===== src/rtl/aes_pkg.sv =====
// Shared AES-128 definitions: key-schedule FSM states, round count, Rcon and RotWord helpers.
package aes_pkg;

  typedef enum logic [1:0] {
    ST_IDLE   = 2'd0,
    ST_EXPAND = 2'd1,
    ST_DONE   = 2'd2
  } state_t;

  localparam int AES_ROUNDS = 10;

  function automatic logic [7:0] rcon(input logic [3:0] rnd);
    logic [7:0] r;
    case (rnd)
      4'd1:    r = 8'h01;
      4'd2:    r = 8'h02;
      4'd3:    r = 8'h04;
      4'd4:    r = 8'h08;
      4'd5:    r = 8'h10;
      4'd6:    r = 8'h20;
      4'd7:    r = 8'h40;
      4'd8:    r = 8'h80;
      4'd9:    r = 8'h1b;
      4'd10:   r = 8'h36;
      default: r = 8'h00;
    endcase
    return r;
  endfunction

  function automatic logic [31:0] rot_word(input logic [31:0] w);
    return {w[23:0], w[31:24]};
  endfunction

endpackage


===== src/rtl/engine_inv_key_generator_if.sv =====
// Key/handshake bundle between the decrypt controller and the inverse key schedule.
// Optional stream port: ENGINE_INV_KEY_STREAM_EN.
interface engine_inv_key_generator_if;
  logic [127:0] key_in;
  logic         engine_start;
  logic         transformer_start;
  logic [127:0] round0_key;
  logic [127:0] round1_key;
  logic [127:0] round2_key;
  logic [127:0] round3_key;
  logic [127:0] round4_key;
  logic [127:0] round5_key;
  logic [127:0] round6_key;
  logic [127:0] round7_key;
  logic [127:0] round8_key;
  logic [127:0] round9_key;
  logic [127:0] round10_key;
`ifdef ENGINE_INV_KEY_STREAM_EN
  logic [127:0] stream_key;
  logic         stream_valid;
`endif

  modport master (
    output key_in, output engine_start,
    input  transformer_start,
    input  round0_key, input round1_key, input round2_key, input round3_key,
    input  round4_key, input round5_key, input round6_key, input round7_key,
    input  round8_key, input round9_key, input round10_key
`ifdef ENGINE_INV_KEY_STREAM_EN
    , input stream_key, input stream_valid
`endif
  );

  modport slave (
    input  key_in, input engine_start,
    output transformer_start,
    output round0_key, output round1_key, output round2_key, output round3_key,
    output round4_key, output round5_key, output round6_key, output round7_key,
    output round8_key, output round9_key, output round10_key
`ifdef ENGINE_INV_KEY_STREAM_EN
    , output stream_key, output stream_valid
`endif
  );
endinterface


===== src/rtl/aes_sbox.sv =====
// Combinational AES forward S-box, one byte in, one byte out.
module aes_sbox (
  input  logic [7:0] data_i,
  output logic [7:0] sbox_o
);

  // Entry 0 sits in the most significant byte.
  localparam logic [2047:0] SBOX = {
    128'h637c777bf26b6fc53001672bfed7ab76,
    128'hca82c97dfa5947f0add4a2af9ca472c0,
    128'hb7fd9326363ff7cc34a5e5f171d83115,
    128'h04c723c31896059a071280e2eb27b275,
    128'h09832c1a1b6e5aa0523bd6b329e32f84,
    128'h53d100ed20fcb15b6acbbe394a4c58cf,
    128'hd0efaafb434d338545f9027f503c9fa8,
    128'h51a3408f929d38f5bcb6da2110fff3d2,
    128'hcd0c13ec5f974417c4a77e3d645d1973,
    128'h60814fdc222a908846eeb814de5e0bdb,
    128'he0323a0a4906245cc2d3ac629195e479,
    128'he7c8376d8dd54ea96c56f4ea657aae08,
    128'hba78252e1ca6b4c6e8dd741f4bbd8b8a,
    128'h703eb5664803f60e613557b986c11d9e,
    128'he1f8981169d98e949b1e87e9ce5528df,
    128'h8ca1890dbfe6426841992d0fb054bb16
  };

  logic [10:0] base;

  always_comb begin
    base   = 11'd2047 - {data_i, 3'b000};
    sbox_o = SBOX[base -: 8];
  end

endmodule


===== src/rtl/engine_inv_key_generator.sv =====
// Inverse AES-128 key schedule: captures the round-10 key and walks back to round 0, one round per clock.
// Optional per-round key stream output: ENGINE_INV_KEY_STREAM_EN.
module engine_inv_key_generator
  import aes_pkg::*;
(
  input logic                       clk,
  input logic                       rst_,
  engine_inv_key_generator_if.slave bus
);

  state_t       state_q, state_d;
  logic [3:0]   rnd_q, rnd_d;
  logic         start_q, start_d;
  logic         ts_q, ts_d;
  logic [127:0] key_q [11];
  logic [127:0] key_d [11];
`ifdef ENGINE_INV_KEY_STREAM_EN
  logic [127:0] stream_key_q, stream_key_d;
  logic         stream_valid_q, stream_valid_d;
`endif

  logic         start_edge;
  logic [3:0]   rnd_m1;
  logic [127:0] cur_key, prev_key;
  logic [31:0]  w0, w1, w2, w3, nw3, rot, sub;

  assign start_edge = bus.engine_start & ~start_q;
  assign rnd_m1     = rnd_q - 4'd1;

  // Undo one forward round: later words first, since new w0 needs new w3.
  assign cur_key = key_q[rnd_q];
  assign {w0, w1, w2, w3} = cur_key;
  assign nw3 = w3 ^ w2;
  assign rot = rot_word(nw3);

  for (genvar b = 0; b < 4; b++) begin : g_subword
    aes_sbox u_sbox (
      .data_i (rot[b*8 +: 8]),
      .sbox_o (sub[b*8 +: 8])
    );
  end

  assign prev_key = {w0 ^ sub ^ {rcon(rnd_q), 24'h0}, w1 ^ w0, w2 ^ w1, nw3};

  always_comb begin
    state_d = state_q;
    rnd_d   = rnd_q;
    start_d = bus.engine_start;
    ts_d    = ts_q;
    key_d   = key_q;
`ifdef ENGINE_INV_KEY_STREAM_EN
    stream_key_d   = stream_key_q;
    stream_valid_d = 1'b0;
`endif
    case (state_q)
      ST_IDLE: begin
        if (start_edge) begin
          key_d[10] = bus.key_in;
          for (int i = 0; i < 10; i++) key_d[i] = '0;
          rnd_d   = 4'(AES_ROUNDS);
          state_d = ST_EXPAND;
`ifdef ENGINE_INV_KEY_STREAM_EN
          stream_key_d   = bus.key_in;
          stream_valid_d = 1'b1;
`endif
        end
      end
      ST_EXPAND: begin
        key_d[rnd_m1] = prev_key;
        rnd_d         = rnd_m1;
`ifdef ENGINE_INV_KEY_STREAM_EN
        stream_key_d   = prev_key;
        stream_valid_d = 1'b1;
`endif
        if (rnd_q == 4'd1) begin
          ts_d    = 1'b1;
          state_d = ST_DONE;
        end
      end
      ST_DONE: begin
        if (!bus.engine_start) begin
          ts_d    = 1'b0;
          state_d = ST_IDLE;
        end
      end
      default: state_d = ST_IDLE;
    endcase
  end

  always_ff @(posedge clk or negedge rst_) begin
    if (!rst_) begin
      state_q <= ST_IDLE;
      rnd_q   <= '0;
      start_q <= 1'b0;
      ts_q    <= 1'b0;
      key_q   <= '{default: '0};
`ifdef ENGINE_INV_KEY_STREAM_EN
      stream_key_q   <= '0;
      stream_valid_q <= 1'b0;
`endif
    end else begin
      state_q <= state_d;
      rnd_q   <= rnd_d;
      start_q <= start_d;
      ts_q    <= ts_d;
      key_q   <= key_d;
`ifdef ENGINE_INV_KEY_STREAM_EN
      stream_key_q   <= stream_key_d;
      stream_valid_q <= stream_valid_d;
`endif
    end
  end

  assign bus.transformer_start = ts_q;
  assign bus.round0_key  = key_q[0];
  assign bus.round1_key  = key_q[1];
  assign bus.round2_key  = key_q[2];
  assign bus.round3_key  = key_q[3];
  assign bus.round4_key  = key_q[4];
  assign bus.round5_key  = key_q[5];
  assign bus.round6_key  = key_q[6];
  assign bus.round7_key  = key_q[7];
  assign bus.round8_key  = key_q[8];
  assign bus.round9_key  = key_q[9];
  assign bus.round10_key = key_q[10];
`ifdef ENGINE_INV_KEY_STREAM_EN
  assign bus.stream_key   = stream_key_q;
  assign bus.stream_valid = stream_valid_q;
`endif

endmodule


===== src/flat_wrapper.sv =====
// flat-port wrapper written by rule: the top's interface ports become plain ports
module engine_inv_key_generator_flat import aes_pkg::*;
  (clk, rst_, bus_key_in, bus_engine_start, bus_transformer_start, bus_round0_key, bus_round1_key, bus_round2_key, bus_round3_key, bus_round4_key, bus_round5_key, bus_round6_key, bus_round7_key, bus_round8_key, bus_round9_key, bus_round10_key);
  engine_inv_key_generator_if bus_i ();
  input logic clk;
  input logic rst_;
  input wire logic [$bits(bus_i.key_in)-1:0] bus_key_in;
  input wire logic [$bits(bus_i.engine_start)-1:0] bus_engine_start;
  output wire logic [$bits(bus_i.transformer_start)-1:0] bus_transformer_start;
  output wire logic [$bits(bus_i.round0_key)-1:0] bus_round0_key;
  output wire logic [$bits(bus_i.round1_key)-1:0] bus_round1_key;
  output wire logic [$bits(bus_i.round2_key)-1:0] bus_round2_key;
  output wire logic [$bits(bus_i.round3_key)-1:0] bus_round3_key;
  output wire logic [$bits(bus_i.round4_key)-1:0] bus_round4_key;
  output wire logic [$bits(bus_i.round5_key)-1:0] bus_round5_key;
  output wire logic [$bits(bus_i.round6_key)-1:0] bus_round6_key;
  output wire logic [$bits(bus_i.round7_key)-1:0] bus_round7_key;
  output wire logic [$bits(bus_i.round8_key)-1:0] bus_round8_key;
  output wire logic [$bits(bus_i.round9_key)-1:0] bus_round9_key;
  output wire logic [$bits(bus_i.round10_key)-1:0] bus_round10_key;
  assign bus_i.key_in = bus_key_in;
  assign bus_i.engine_start = bus_engine_start;
  assign bus_transformer_start = bus_i.transformer_start;
  assign bus_round0_key = bus_i.round0_key;
  assign bus_round1_key = bus_i.round1_key;
  assign bus_round2_key = bus_i.round2_key;
  assign bus_round3_key = bus_i.round3_key;
  assign bus_round4_key = bus_i.round4_key;
  assign bus_round5_key = bus_i.round5_key;
  assign bus_round6_key = bus_i.round6_key;
  assign bus_round7_key = bus_i.round7_key;
  assign bus_round8_key = bus_i.round8_key;
  assign bus_round9_key = bus_i.round9_key;
  assign bus_round10_key = bus_i.round10_key;
  engine_inv_key_generator u_core (.clk(clk), .rst_(rst_), .bus(bus_i));
endmodule

===== config.mk =====
export PLATFORM = sky130hd
export DESIGN_NAME = engine_inv_key_generator_flat
export DESIGN_NICKNAME = d
export VERILOG_FILES = /design/src/rtl/aes_pkg.sv /design/src/rtl/engine_inv_key_generator_if.sv /design/src/rtl/aes_sbox.sv /design/src/rtl/engine_inv_key_generator.sv /design/src/flat_wrapper.sv
export SDC_FILE = /design/constraint.sdc
export NUM_CORES = 2
export LEC_CHECK = 0
export BUFFER_PORTS_ARGS = -buffer_cell sky130_fd_sc_hd__buf_2
export CAP_MARGIN = 20
export CORE_AREA = 10 10 588 590
export CTS_CLUSTER_DIAMETER = 100
export CTS_CLUSTER_SIZE = 8
export DETAILED_ROUTE_END_ITERATION = 10
export DIE_AREA = 0 0 598 600
export PLACE_DENSITY = 0.43
export SLEW_MARGIN = 10
export SYNTH_ARGS = -nofsm -noshare
export SYNTH_HDL_FRONTEND = slang
export SYNTH_SLANG_ARGS = --single-unit

===== constraint.sdc =====
create_clock -name clk -period 8 [get_ports clk]
set_input_delay 1.6 -clock clk [delete_from_list [all_inputs] [get_ports clk]]
set_output_delay 1.6 -clock clk [all_outputs]
set_load 0.03 [all_outputs]

# Word-level counts from Yosys, hierarchy flattened
# Memories as Yosys holds them, arrays and structs flattened.
# Index checks and enable logic that the tools add are counted.
# op_classes
n_addsub,5
magnitude_cmp,3
n_eq_ne,6
shift,4
n_mux,17
bitwise_logic,9
n_reduce_logical,7
# op_table
operator,count
variable part select 2055 x 12 -> 8 bit (first input constant),4
case mux 1408 bit (2 select lines),1
bitwise mux 1408 bit,1
2-to-1 mux 1408 bit,1
binary-select mux 128 bit (select 4 bit),1
demux 128 bit (select 4 bit),1
2-to-1 mux 128 bit,3
XOR 32 bit,5
subtractor 11 bit (first input constant),4
greater-or-equal comparator 5 bit (second input constant),2
NOT 4 -> 5 bit,2
case mux 4 bit (2 select lines),1
2-to-1 mux 2 bit,3
case mux 2 bit (3 select lines),1
AND reduction 3 bit,2
less-than comparator 5 x 1 -> 1 bit (second input constant),1
equality test 4 x 1 -> 1 bit (second input constant),1
2-to-1 mux 4 bit,1
!= test 2 x 1 -> 1 bit (second input constant),2
nonzero test 2 bit,2
subtractor 4 x 1 -> 4 bit (second input constant),1
equality test 2 x 1 -> 1 bit (second input constant),1
equality test 2 bit (second input constant),1
zero test 2 bit,1
other kinds (7),8
# word_totals
reg_bits,1416
mem_bits_ro,128
in_bits,131
out_inout_bits,1409
wordCells,67
memories,1
# memory_table
name,depth,width,read_ports,rd_ports_with_merged_regs,wr,line_no,text
(name not given),16,8,1,0,0,aes_pkg.sv:14,case (rnd)

# Logic depth before layout (Yosys ltp)
# logic_depth
ltp_word,11
depth_mapped,27
depth_no_buf,15

# Hierarchy
# Synthesis repeated with hierarchy kept, for this count alone.
# unflattened
cells_unflattened,8333
hier_area_um2,82566.7
# by_module_without_submodules
mod,instances,cells_each,area_per_inst_um2,seq_area_each_um2
engine_inv_key_generator,1,6161,68558.3,35434.0
aes_sbox,4,543,3502.1,0.0

# Worst setup path after synthesis
# OpenSTA, ideal clock, no wires.
# synth_path
path_type,register to register
from,register u_core.rnd_q[1]
to,"register u_core.key_q, in the netlist u_core.bus.round0_key[99]"
setup_ps,121
t_arrival_ps,4925
required_ps,7879
setup_slack_ps,2954
stages_incl_launch_ff,25
path_buffers,11
synth_period_minus_slack_ps,5046
path_cell_list,dfrtp_1 buf_6 buf_12 buf_6 buf_6 buf_8 mux2_1 a22oi_1 o211ai_2 xor2_1 inv_2 buf_2 buf_2 buf_2 clkbuf_1 ha_1 clkbuf_1 nand2_1 a21oi_1 a311oi_1 or4_1 a32o_1 xnor2_1 buf_2 a22o_1
# synth_via
elab_chain_len,11
word_cells_on_any_way,18
cone_classes,add/sub (2); order compare (2); shift (1); mux (7); bitwise (5); reduce/logical (1)
# synth_lines
element,line_no,text
start: declaration,engine_inv_key_generator.sv:12,"logic [3:0] rnd_q, rnd_d;"
start signal: assignment,engine_inv_key_generator.sv:103,rnd_q <= rnd_d;
NOT 4 -> 5 bit (implied by the code),engine_inv_key_generator.sv:31,assign cur_key = key_q[rnd_q];
binary-select mux 128 bit (select 4 bit),engine_inv_key_generator.sv:31,
2-to-1 mux 128 bit (implied by the code) (2 in a row),engine_inv_key_generator.sv:31,
XOR 32 bit,engine_inv_key_generator.sv:33,assign nw3 = w3 ^ w2;
subtractor 11 bit,aes_sbox.sv:30,"base = 11'd2047 - {data_i, 3'b000};"
variable part select 2055 x 12 -> 8 bit,aes_sbox.sv:31,sbox_o = SBOX[base -: 8];
XOR 32 bit (2 in a row),engine_inv_key_generator.sv:43,"assign prev_key = {w0 ^ sub ^ {rcon(rnd_q), 24'h0}, w1 ^ w0, w2 ^ w1, nw3};"
bitwise mux 1408 bit (*),engine_inv_key_generator.sv:69,key_d[rnd_m1] = prev_key;
case mux 1408 bit (2 select lines) (*),engine_inv_key_generator.sv:55,case (state_q)
end signal: assignment,engine_inv_key_generator.sv:106,key_q <= key_d;
end: declaration,engine_inv_key_generator.sv:15,logic [127:0] key_q [11];
# Every way passes the cells marked *; elsewhere a longest branch is shown, timed or not. The select of a mux whose other input is x is not followed.
# A chain may end at the register's enable or synchronous reset.

# Worst setup path in the final report
# layout_path
from,register u_core.rnd_q[1]
to,"register u_core.key_q, in the netlist u_core.bus.round3_key[126]"
# The elaborated chain is that of the path after synthesis.

==> flow_summary.json <==
{
  "status": "complete, no violations",
  "antenna_found_initial": 61,
  "layout-drive-gt1-share": 0.270,
  "yosysSeqAreaShare": 0.444,
  "io_pins": 1540,
  "holdWs_ns": 0.510,
  "path_clk_slew_ns": 0.06,
  "synth_top_area_frac": 0.444,
  "wl_met1_um": 234000,
  "route.detailed.drc": 0,
  "drv_cap": 0,
  "maxUsedRoutingLayer": "met5",
  "reg2reg_depth": 15,
  "grt_max_degree": 182,
  "synth_enable_flop_cells": 0,
  "num_vias": 84677,
  "start_kind": "register",
  "clock-root-buffer": "clkbuf_16",
  "die_x_um": 598,
  "clockBufferDepth": 4,
  "syn_nets": 8856,
  "htreeDepth": 4,
  "fin_skew_ns": 0.120,
  "synthTopCellsByArea": "dfrtp_1 (44%), nand3_1 (7.4%), mux4_2 (7.1%)",
  "min_path_cells": 2,
  "place_congestion": 0.991,
  "track_usage": 0.323,
  "cts_resized": 0,
  "die-area_um2": 359000,
  "synth_area_leader_cell": "dfrtp_1",
  "routedWlPerCell_um": 42.6,
  "wl_um": 608000,
  "grt_setup_unrepaired": "false",
  "cts_sinks": 1416,
  "criticalPathCategory": "reg2reg",
  "gr-total-overflow": 0,
  "timing.slew.headroom": 0.144,
  "coreArea_um2": 333000,
  "wl_met3_um": 57700,
  "worstMarginPinSlew_ns": 1.28,
  "grt_pass1_wl_um": 805000,
  "numCtsBuffers": 203,
  "postRouteAntennaNets": 0,
  "finalSetupTns_ns": 0,
  "slew_viol_final": 0,
  "min_path_type": "reg2reg",
  "io_buffers": 1539,
  "grt_pass1_vias": 81199,
  "hold_viol": 0,
  "worstPathRequired_ns": 8.75,
  "std_cell_rows": 212,
  "synthCells": 8679,
  "clock_latency_ns": 0.93,
  "dp.final_hpwl_um": 452000,
  "worstSetupEndpointType": "register",
  "first_pass_iters": 8,
  "post_cts_buffers": 0,
  "synthArstFlopShare": 1.00,
  "drt-vias-per-instance": 5.94,
  "min_period_ns": 7.01,
  "drtIter0Drc": 11522,
  "wl_met2_um": 273000,
  "ys_warn_count": 0,
  "synth-seq-cells": 1416,
  "max_freq_mhz": 143,
  "initial_core_util": 0.240,
  "fin_nets": 10013,
  "crit_fanout": 29,
  "post-route-period-util": 0.876,
  "crit_arrival_ns": 7.76,
  "setup_viol": 0,
  "area_growth_pct": 23.2,
  "synthDistinctLibCells": 110,
  "avgSynthCellArea_um2": 9.20,
  "yosys_most_used_dff": "dfrtp_1",
  "syn_area_um2": 79800,
  "die_y_um": 600,
  "holdBufCountCts": 0,
  "cts_tree": "done"
}
==> critical path, cell delays in order, from the launching register on <==
cell and delay [ns]:
dfrtp_4 0.74, buf_12 0.27, buf_12 0.28, buf_12 0.29
mux4_2 0.58, mux2i_4 0.33, xor2_2 0.15, nor2_2 0.68
buf_4 0.43, o21ai_0 0.22, a21oi_1 0.35, a311oi_1 0.13
o311ai_0 0.64, nand4_1 0.45, xnor2_2 0.94, o21ai_0 0.23
==> synth_stat cells (all sizes together) (18+ instances only) <==
library cell and number:
xnor2 84, mux2i 184, clkbuf 595, o31ai 28
o32ai 19, and3 37, nor2 498, xor2 83
a22oi 57, a211oi 73, nand3 1174, a32oi 21
a221oi 44, o311ai 32, a22o 192, buf 381
nor3 84, dfrtp 1416, nand2 1062, a21oi 511
nor4 18, o221ai 49, a311oi 36, o21ai 1052
o211ai 95, mux4 250, mux2 48, ha 46
o22ai 121, inv 39, a31oi 64
==> metal layers <==
| layer | up-vias | track usage |
|---|---|---|
| li1 | 34066 | - |
| met1 | 44069 | 0.400 |
| met2 | 5452 | 0.507 |
| met3 | 1058 | 0.0875 |
| met4 | 32 | 0.182 |
| met5 | - | 0 |
==> through the flow <==
step	std cells	area (µm²)	util	worst slack (ns)
2_1_floorplan	8679	79800	-	2.95
6_report	14266	98400	0.295	0.991
3_3_place_gp	14004	92700	0.278	1.00
5_1_grt	14249	98300	0.295	0.652
4_1_cts	14242	98300	0.295	1.04
3_5_place_dp	14014	92800	0.279	1.06
==> final cells by class <==
type                       instances  area, µm²
fill                           35497     235000
multi-input combinational       6236      40600
sequential                      1416      35400
timing repair buffer            1936      11100
tap                             4387       5490
clock buffer                     211       5190
clock inverter                    17        256
inverter                          43        175
antenna                           20       50.0
==> final timing paths <==
| path | from | end | slack, ns |
|---|---|---|---|
| min reg2reg | u_core.bus.round8_key[126] | u_core.bus.round8_key[126] | 0.51 |
| min | u_core.bus.round8_key[126] | u_core.bus.round8_key[126] | 0.51 |
| max in group asynchronous | rst_ | u_core.bus.round7_key[74] | 5.47 |
| max | u_core.rnd_q[1] | u_core.bus.round3_key[126] | 0.99 |
| min in group asynchronous | rst_ | u_core.bus.round4_key[81] | 0.80 |
| max reg2reg | u_core.rnd_q[1] | u_core.bus.round3_key[126] | 0.99 |
==> layout by cell type (no fill, tap or decap), types with 25 or more instances in the layout <==
cell	synthesis	layout
o211ai_1	85	85
and3_1	37	25
nand3_1	1173	1162
o22ai_1	120	100
mux2_2	31	31
inv_1	27	26
xnor2_1	76	43
a211oi_1	71	71
clkbuf_16	0	207
buf_2	205	1538
dfrtp_1	1416	1412
nor3_1	78	77
buf_12	4	35
o21ai_0	936	931
o221ai_1	49	49
nor2_1	492	479
mux2i_1	182	180
a22o_1	192	192
ha_1	46	46
a31oi_1	64	64
o21ai_1	109	114
a22oi_1	57	57
a21oi_1	508	506
a221oi_1	43	43
mux4_2	250	250
xnor2_2	8	31
xor2_1	76	60
o31ai_1	26	26
nand2_1	1058	1055
a311oi_1	36	35
buf_4	65	356
==> logic make-up (layout without fill, tap and decap cells) <==
group	count (synthesis)	after routing	share of synthesized area
adders and majority gates	47	47	0.00733
and+or+nand+nor	2965	2965	0.166
xor gates and xnor gates	167	167	0.0197
DFF	1416	1416	0.444
buffers and inverters	1027	2207	0.0605
AOI/OAI and AO/OA	2575	2575	0.202
muxes	482	482	0.101
other	0	20	0
Power is left out: the tool's default activity adds up to more than one toggle a clock period on the data nets, which glitch-free logic cannot reach.
